File: src/rtl/hex_scroll_controller.sv
// hex_scroll_controller
//
// Sequencer for the 4-digit HEX rotating-message datapath. A single-clock
// design that produces a one-cycle advance strobe at a switch-selectable
// rate and keeps the rotation position consumed by shifter_decoder.
//
// Ports:
//   CLOCK_50  in   1          system clock (single clock domain)
//   resetn    in   1          asynchronous, active-low reset
//   run       in   1          switch, 1 = auto-scroll, 0 = paused (async)
//   dir       in   1          switch, 0 = increment, 1 = decrement (async)
//   speed     in   2          switches, period = TICK_COUNT >> speed (async)
//   step_n    in   1          pushbutton, active-low, one advance per press
//                             while paused (async)
//   pos       out  POS_WIDTH  current rotation position
//   tick      out  1          one-cycle pulse, coincident with new pos
//   state     out  2          FSM state for LEDs: 00 PAUSE, 01 RUN, 10 STEP
//
// Parameters:
//   TICK_COUNT  clock cycles per advance at speed 0 (>= 8)
//   CNT_WIDTH   rate counter width, must hold TICK_COUNT-1
//   POS_WIDTH   rotation position width
//   NUM_POS     number of positions, NUM_POS <= 2**POS_WIDTH

module hex_scroll_controller #(
  parameter int TICK_COUNT = 50000000,
  parameter int CNT_WIDTH  = 26,
  parameter int POS_WIDTH  = 2,
  parameter int NUM_POS    = 4
) (
  input  logic                 CLOCK_50,
  input  logic                 resetn,
  input  logic                 run,
  input  logic                 dir,
  input  logic [1:0]           speed,
  input  logic                 step_n,
  output logic [POS_WIDTH-1:0] pos,
  output logic                 tick,
  output logic [1:0]           state
);

  typedef enum logic [1:0] {
    S_PAUSE = 2'b00,
    S_RUN   = 2'b01,
    S_STEP  = 2'b10
  } state_t;

  localparam logic [POS_WIDTH-1:0] POS_LAST = POS_WIDTH'(NUM_POS - 1);

  // Synchronizer stages and the step history flop
  logic                 run_meta;
  logic                 run_s;
  logic                 dir_meta;
  logic                 dir_s;
  logic [1:0]           speed_meta;
  logic [1:0]           speed_s;
  logic                 step_meta;
  logic                 step_s;
  logic                 step_prev;

  // Datapath
  logic [CNT_WIDTH-1:0] count;
  logic [CNT_WIDTH-1:0] nxt_count;
  logic [CNT_WIDTH-1:0] limit_m1;
  logic                 terminal;
  logic                 step_event;
  logic                 advance;
  logic [POS_WIDTH-1:0] pos_fwd;
  logic [POS_WIDTH-1:0] pos_back;
  logic [POS_WIDTH-1:0] nxt_pos;

  // FSM
  state_t               cur_state;
  state_t               nxt_state;

  // Two-flop synchronizers for every board input. step_prev is the extra
  // history flop used to find the falling edge of the synchronized key.
  // Idle values match a released key and switches at zero.
  always_ff @(posedge CLOCK_50 or negedge resetn) begin
    if (!resetn) begin
      run_meta   <= 1'b0;
      run_s      <= 1'b0;
      dir_meta   <= 1'b0;
      dir_s      <= 1'b0;
      speed_meta <= 2'b00;
      speed_s    <= 2'b00;
      step_meta  <= 1'b1;
      step_s     <= 1'b1;
      step_prev  <= 1'b1;
    end else begin
      run_meta   <= run;
      run_s      <= run_meta;
      dir_meta   <= dir;
      dir_s      <= dir_meta;
      speed_meta <= speed;
      speed_s    <= speed_meta;
      step_meta  <= step_n;
      step_s     <= step_meta;
      step_prev  <= step_s;
    end
  end

  // One event per press: high only in the cycle the synchronized key falls.
  assign step_event = step_prev & ~step_s;

  // The period is recomputed every cycle. Using >= rather than == means a
  // speed-up that leaves the counter past the new limit fires at once
  // instead of running round the whole counter range.
  always_comb begin
    limit_m1 = CNT_WIDTH'((TICK_COUNT >> speed_s) - 1);
    terminal = (count >= limit_m1);
  end

  // Wrap-around neighbours of the current position in both directions.
  always_comb begin
    pos_fwd  = (pos == POS_LAST) ? '0 : pos + 1'b1;
    pos_back = (pos == '0) ? POS_LAST : pos - 1'b1;
  end

  // FSM state register.
  always_ff @(posedge CLOCK_50 or negedge resetn) begin
    if (!resetn) begin
      cur_state <= S_PAUSE;
    end else begin
      cur_state <= nxt_state;
    end
  end

  // Next-state and datapath control. In RUN a falling run switch takes
  // priority over a terminal count, so pausing never produces a late tick.
  // In PAUSE a rising run switch takes priority over a step press.
  always_comb begin
    nxt_state = cur_state;
    nxt_count = count;
    advance   = 1'b0;
    case (cur_state)
      S_PAUSE: begin
        nxt_count = '0;
        if (run_s) begin
          nxt_state = S_RUN;
        end else if (step_event) begin
          nxt_state = S_STEP;
        end
      end
      S_RUN: begin
        if (!run_s) begin
          nxt_state = S_PAUSE;
          nxt_count = '0;
        end else if (terminal) begin
          nxt_count = '0;
          advance   = 1'b1;
        end else begin
          nxt_count = count + 1'b1;
        end
      end
      S_STEP: begin
        nxt_count = '0;
        advance   = 1'b1;
        nxt_state = S_PAUSE;
      end
      default: begin
        nxt_count = '0;
        nxt_state = S_PAUSE;
      end
    endcase
  end

  // Direction is taken from the synchronized switch in the advancing cycle.
  always_comb begin
    nxt_pos = pos;
    if (advance) begin
      nxt_pos = dir_s ? pos_back : pos_fwd;
    end
  end

  // Registered outputs: tick and the new position leave on the same edge.
  always_ff @(posedge CLOCK_50 or negedge resetn) begin
    if (!resetn) begin
      count <= '0;
      pos   <= '0;
      tick  <= 1'b0;
    end else begin
      count <= nxt_count;
      pos   <= nxt_pos;
      tick  <= advance;
    end
  end

  assign state = cur_state;

endmodule

File: config.mk
export PLATFORM = sky130hd
export DESIGN_NAME = hex_scroll_controller
export DESIGN_NICKNAME = d
export VERILOG_FILES = /design/src/rtl/hex_scroll_controller.sv
export SDC_FILE = /design/constraint.sdc
export NUM_CORES = 1
export LEC_CHECK = 0
export BUFFER_PORTS_ARGS = -buffer_cell sky130_fd_sc_hd__buf_2
export CELL_PAD_IN_SITES_DETAIL_PLACEMENT = 1
export CELL_PAD_IN_SITES_GLOBAL_PLACEMENT = 2
export CORE_ASPECT_RATIO = 0.8
export CORE_MARGIN = 2
export CORE_UTILIZATION = 40
export DETAILED_ROUTE_END_ITERATION = 10
export PLACE_DENSITY_LB_ADDON = 0.1
export SETUP_SLACK_MARGIN = 0.2
export SYNTH_ARGS = -nofsm -noshare
export SYNTH_HDL_FRONTEND = slang
export SYNTH_SLANG_ARGS = --single-unit
File: constraint.sdc
create_clock -name CLOCK_50 -period 4.8 [get_ports CLOCK_50]
set_input_delay 0 -clock CLOCK_50 [delete_from_list [all_inputs] [get_ports CLOCK_50]]
set_output_delay 0 -clock CLOCK_50 [all_outputs]
set_load 0.01 [all_outputs]
Word level (Yosys, flattened, before mapping)

Cells that the tools add are included.

Reductions and logical operators: 3
Eq/ne operators: 5
Bitwise logic cells: 2
Shifts and indexed selects: 1
Add/sub/neg operators: 4
Magnitude comparators: 1
Muxes and demuxes: 13

Operators by type and width:

| kind                  | number |
|---|---|
| $mux 26               | 3 |
| $add 26x1->26 const B | 1 |
| $ge 26x26->1          | 1 |
| $shr 26x2->26 const A | 1 |
| $sub 26x2->26 const B | 1 |
| $mux 2                | 6 |
| $eq 2x2->1 const B    | 2 |
| $logic_not 2->1       | 2 |
| $pmux 2 s2            | 1 |
| $ne 3x3->1 const B    | 1 |
| $add 2x1->2 const B   | 1 |
| $eq 2x1->1 const B    | 1 |
| $mux 1                | 2 |
| $ne 2x2->1 const B    | 1 |
| $pmux 1 s2            | 1 |
| $reduce_and 2->1      | 1 |
| $sub 2x1->2 const B   | 1 |
| $and 1x1->1           | 1 |
| $not 1->1             | 1 |

Flip-flop bits (word level): 42
Output and inout port bits: 5
Logic and storage cells: 42
Input bits: 7

Depth between registers and ports, before layout

Depth in word-level cells: 6
Depth in mapped cells: 11
Mapped depth without buffers: 10

Worst setup path before layout

OpenSTA, ideal clock, no wires.

Path kind: reg-to-reg
From: reg speed_s[0]
To: reg count[18]
Library setup time: 72 ps
Path buffers: 1
Data arrival time: 2369 ps
Cell stages (with the launch flop): 11
Setup slack: 2359 ps
Period minus slack after synthesis: 2441 ps
Required time: 4728 ps
Path through: dfrtp_1 > nor2b_1 > inv_1 > ha_1 > ha_1 > a21oi_1 > a21oi_1 > o311ai_4 > nand3_2 > buf_2 > nor2_1

Word-level cells in the longest chain between the ends: 6

Ends and longest elaborated chain:

| item                    | line | source |
|---|---|---|
| start, declared         | 56   | `logic [1:0] speed_s;` |
| start signal, assigned  | 96   | `speed_s <= speed_meta;` |
| $shr 26x2->26           | 110  | `limit_m1 = CNT_WIDTH'((TICK_COUNT >> speed_s) - 1);` |
| $sub 26x2->26           | 110  |  |
| $ge 26x26->1            | 111  | `terminal = (count >= limit_m1);` |
| $mux 26                 | 149  | `end else if (terminal) begin` |
| $mux 26                 | 146  | `if (!run_s) begin` |
| $mux 26                 | 136  | `case (cur_state)` |
| named net nxt_count[18] | 63   | `logic [CNT_WIDTH-1:0] nxt_count;` |
| end signal, assigned    | 183  | `count <= nxt_count;` |
| end, declared           | 62   | `logic [CNT_WIDTH-1:0] count;` |

The timed path passes the listed nets, and every way through them passes these cells.
A chain may end at the register's enable or synchronous reset.

Final worst setup path

From: reg speed_s[0]
To: reg count[22]

The elaborated chain is that of the path after synthesis.

==> impl_results.md <==
- Grt total ovfl: 0
- R2R Setup Slk: 1.69 ns
- Final core occ: a little under half
- TNS Setup: 0 ns
- Placer Congestion: between 0.7 and 0.8
- CTS buffer count: 5
- Synth Area per Inst: 9.78 µm²
- Synthesis-to-finish area growth: 11.6%
- Leak Pwr: 1.20 nW
- RR Endpoint: count[22]
- H-Tree Depth: 2
- Diode count: 0
- Flop pwr share: 50.5%
- Hold Path Stages: 2
- Post-place instance area: about 2500 µm²
- Post-synthesis cell count: 246
- Residual DRC: 0
- Starting DRC count in detailed routing: 59
- Full die area: 6660 µm²
- Final std cells w/o fill: 348
- Input/output buffers: 11
- Most common cell in the netlist: dfrtp_1
- CTS tree: built
- Critical Path RT: 5.02 ns
- Worst Reg2Reg Path Length in Cells: 9
- Clock sinks: 42
- Pwr Density: 283 nW/µm²
- Share of the synthesized area in the top cell type: 40.6%
- Synth cell count leaders: dfrtp_1 (39), nor2_1 (34), ha_1 (24), nand2_1 (24), nand3_1 (15)
- Clock-pin slew on the worst setup and hold paths: 0.09 ns
- Wire per inst: 16.0 µm
- Largest cells by area after synthesis: dfrtp_1 (41%), ha_1 (12%), nor2_1 (5.3%)
- Vias: 1750
- Number of routed nets with antenna violations: 0
- Place WS: approximately 1.6 ns
- GR Util met1: between 20 and 30%
- Initial antenna violation count: 0
- Post-DP HPWL: between 4000 and 5000 µm
- Netlist cell types: 45
- Synth area leader: dfrtp_1
- CP max FO: 26
- Initial DRT Pass Iterations: 4
- Mapped Area: approximately 2400 µm²
- Via/cell ratio: 5.03
- FFs w/ async S/R, synth: 100%
- Core area: slightly below 6000 µm²
- Endpoint, Worst Hold: speed_meta[0]
- Post-CTS resize count: 0
- Period utilisation layout: 64.9%
- Crit Path Class: flip-flop to flip-flop
- Worst setup margin: 1.69 ns
- Final hold vios: 0
- Ys flop type: dfrtp_1
- Net Switching: roughly 0.00024 W
- Clock skew: 0.00439 ns
- Met2 usage: 26.4%
- Clk buf depth: 2
- Run status: finished, final reports clean
- Share of layout cells above drive strength 1: between 10% and 20%
- CP Capture Type: flip-flop
- Clock group share of total power: 31.3%
- Final-stage net count: 297
- DIE WIDTH: 90.7 µm
- Hold WC Path Type: input port to flip-flop
- Flops & latches, synth: 42
- # fillers: 689
- HP Start: speed[0]
- Synth Warn #: 0
- Post-Route WL: 5560 µm
- Clock Tree Root: clkbuf_8
- First-pass GRT wire length: 9420 µm
- Largest net degree at the start of global routing: 43
- RSZ-0062 raised after global routing: false
- # Max-Cap Violations: 0
- GRT Total Usage: 18.6%
- Final setup vio count: 0
- Grt peak-use layer: met1
- Worst R2R Start: speed_s[0]
- Maximum vdd drop: 0.149 mV
- Pins over their slew limit: 0
- Starting Density: 41.1%
- Grt met3 use: about 4.3%
- Die Height: 73.4 µm
- Combinational share of power: around 18%
- Net Sw Frac: 31.3%
- Max Clock Freq: 0.321 GHz
- Row count: 25
- Post-synth EDFFs: 0
- Placed cells: 334
- Least-Margin Pin Slew: 0.966 ns
- Int Pwr: approximately 0.00052 W
- Vias in the first global route: 1828
- Worst Setup Start Kind: flip-flop
- Arrival @ worst endpoint: 3.33 ns
- Sequential fraction of the synthesis area: 43.8%
- Tmin final: 3.11 ns
- Design area: 2690 µm²
- Clk_lat worst skew: around 0.30 ns
- Max_slew headroom: approximately 36%
- Io pins: 12
## layer usage
layer | wire (µm) | vias to the layer above
met4 | 57 | 0
met5 | 0 | -
met3 | 125 | 5
li1 | - | 881
met2 | 2230 | 15
met1 | 3150 | 849
## flip-flops by register name, summed over array words and instances, names as in the netlist
name / flops
count: 26
dir_meta: 1
dir_s: 1
pos: 2
run_meta: 1
run_s: 1
speed_meta: 2
speed_s: 2
state: 2
step_meta: 1
step_prev: 1
step_s: 1
tick: 1
## power groups by stage
stage	Sequential, W	Clock, W	Combinational (W)
after global placement	0.000391	0	0.000137
after floorplan	0.000391	0	0.0000899
after CTS	0.000384	0.000245	0.000141
final	0.000384	0.000238	0.000139
after global routing	0.000387	0.000261	0.000160
after detailed placement	0.000391	0	0.000136
## how the worst max path moves through the flow
stage | startpoint | to | slack, ns | cells after the start
after floorplan | speed_s[0] | count[18] | 2.36 | 10
after global placement | speed_s[0] | count[11] | 1.70 | 9
after detailed placement | speed_s[0] | count[22] | 1.64 | 9
after CTS | speed_s[0] | count[22] | 1.61 | 9
after global routing | speed_s[0] | count[0] | 1.35 | 10
final | speed_s[0] | count[22] | 1.69 | 9
## through the flow
stage	power [W]	hold WS [ns]
floorplan	0.000481	-0.296
global placement	0.000528	0.107
detailed placement	0.000527	0.109
CTS	0.000770	0.318
global route	0.000807	0.323
finish	0.000760	0.328
## final cells by class
cell class,instances,area [µm²],area share [%]
clock inverter,3,18.8,0.699
multi-input combinational,187,1280,47.6
clock buffer,5,68.8,2.56
timing repair buffer,17,115,4.29
sequential,42,1050,39.3
tap,81,101,3.77
inverter,13,48.8,1.82
## cell usage in the layout (no fill, tap or decap), types with 2 or more instances in the layout
cell type / netlist / layout
o21a_1: 2 / 2
buf_2: 2 / 11
clkbuf_8: 0 / 5
nand4_1: 3 / 3
a21o_1: 3 / 3
dfrtp_1: 39 / 39
clkinv_2: 0 / 2
dlygate4sd3_1: 0 / 6
nand2b_1: 2 / 2
and3_1: 7 / 7
and2_1: 3 / 3
xnor2_1: 13 / 13
nor4_1: 2 / 2
dfstp_2: 3 / 3
nand3_1: 15 / 15
ha_1: 24 / 24
conb_1: 2 / 3
nor2b_1: 2 / 2
o21ai_0: 2 / 2
a21oi_1: 8 / 8
xor2_1: 13 / 13
nand2_1: 24 / 24
nor2_1: 34 / 34
inv_1: 13 / 13
nor3b_1: 2 / 2
o21ai_1: 2 / 2
nor3_1: 2 / 2
and4_1: 3 / 3
## what timing repair did
action | in CTS | in global routing
endpoints found under the hold margin | 44 | 0
hold buffers | 6 | 0
buffers inserted | 0 | 0
## cells by family (layout without fill, tap and decap cells)
family                   after synthesis  after routing  share of synthesized area [%]
AND/OR/NAND/NOR                      106            106                           21.6
adder cells (fa/ha/maj)               25             25                           12.9
XOR/XNOR                              26             26                           9.46
buffers and inverters                 18             38                           3.22
flip-flops                            42             42                           43.8
other                                  2              3                          0.312
AO/OA/AOI/OAI                         27             27                           8.63
## critical path: stages (launching register included)
cell      delay [ns]
dfrtp_1         0.48
nor2b_1         0.39
inv_1           0.09
ha_1            0.30
ha_1            0.29
a21oi_1         0.13
a21oi_1         0.11
o311ai_4        0.40
nand3_2         0.56
nor2_1          0.27
(Power assumes the default switching activity.)
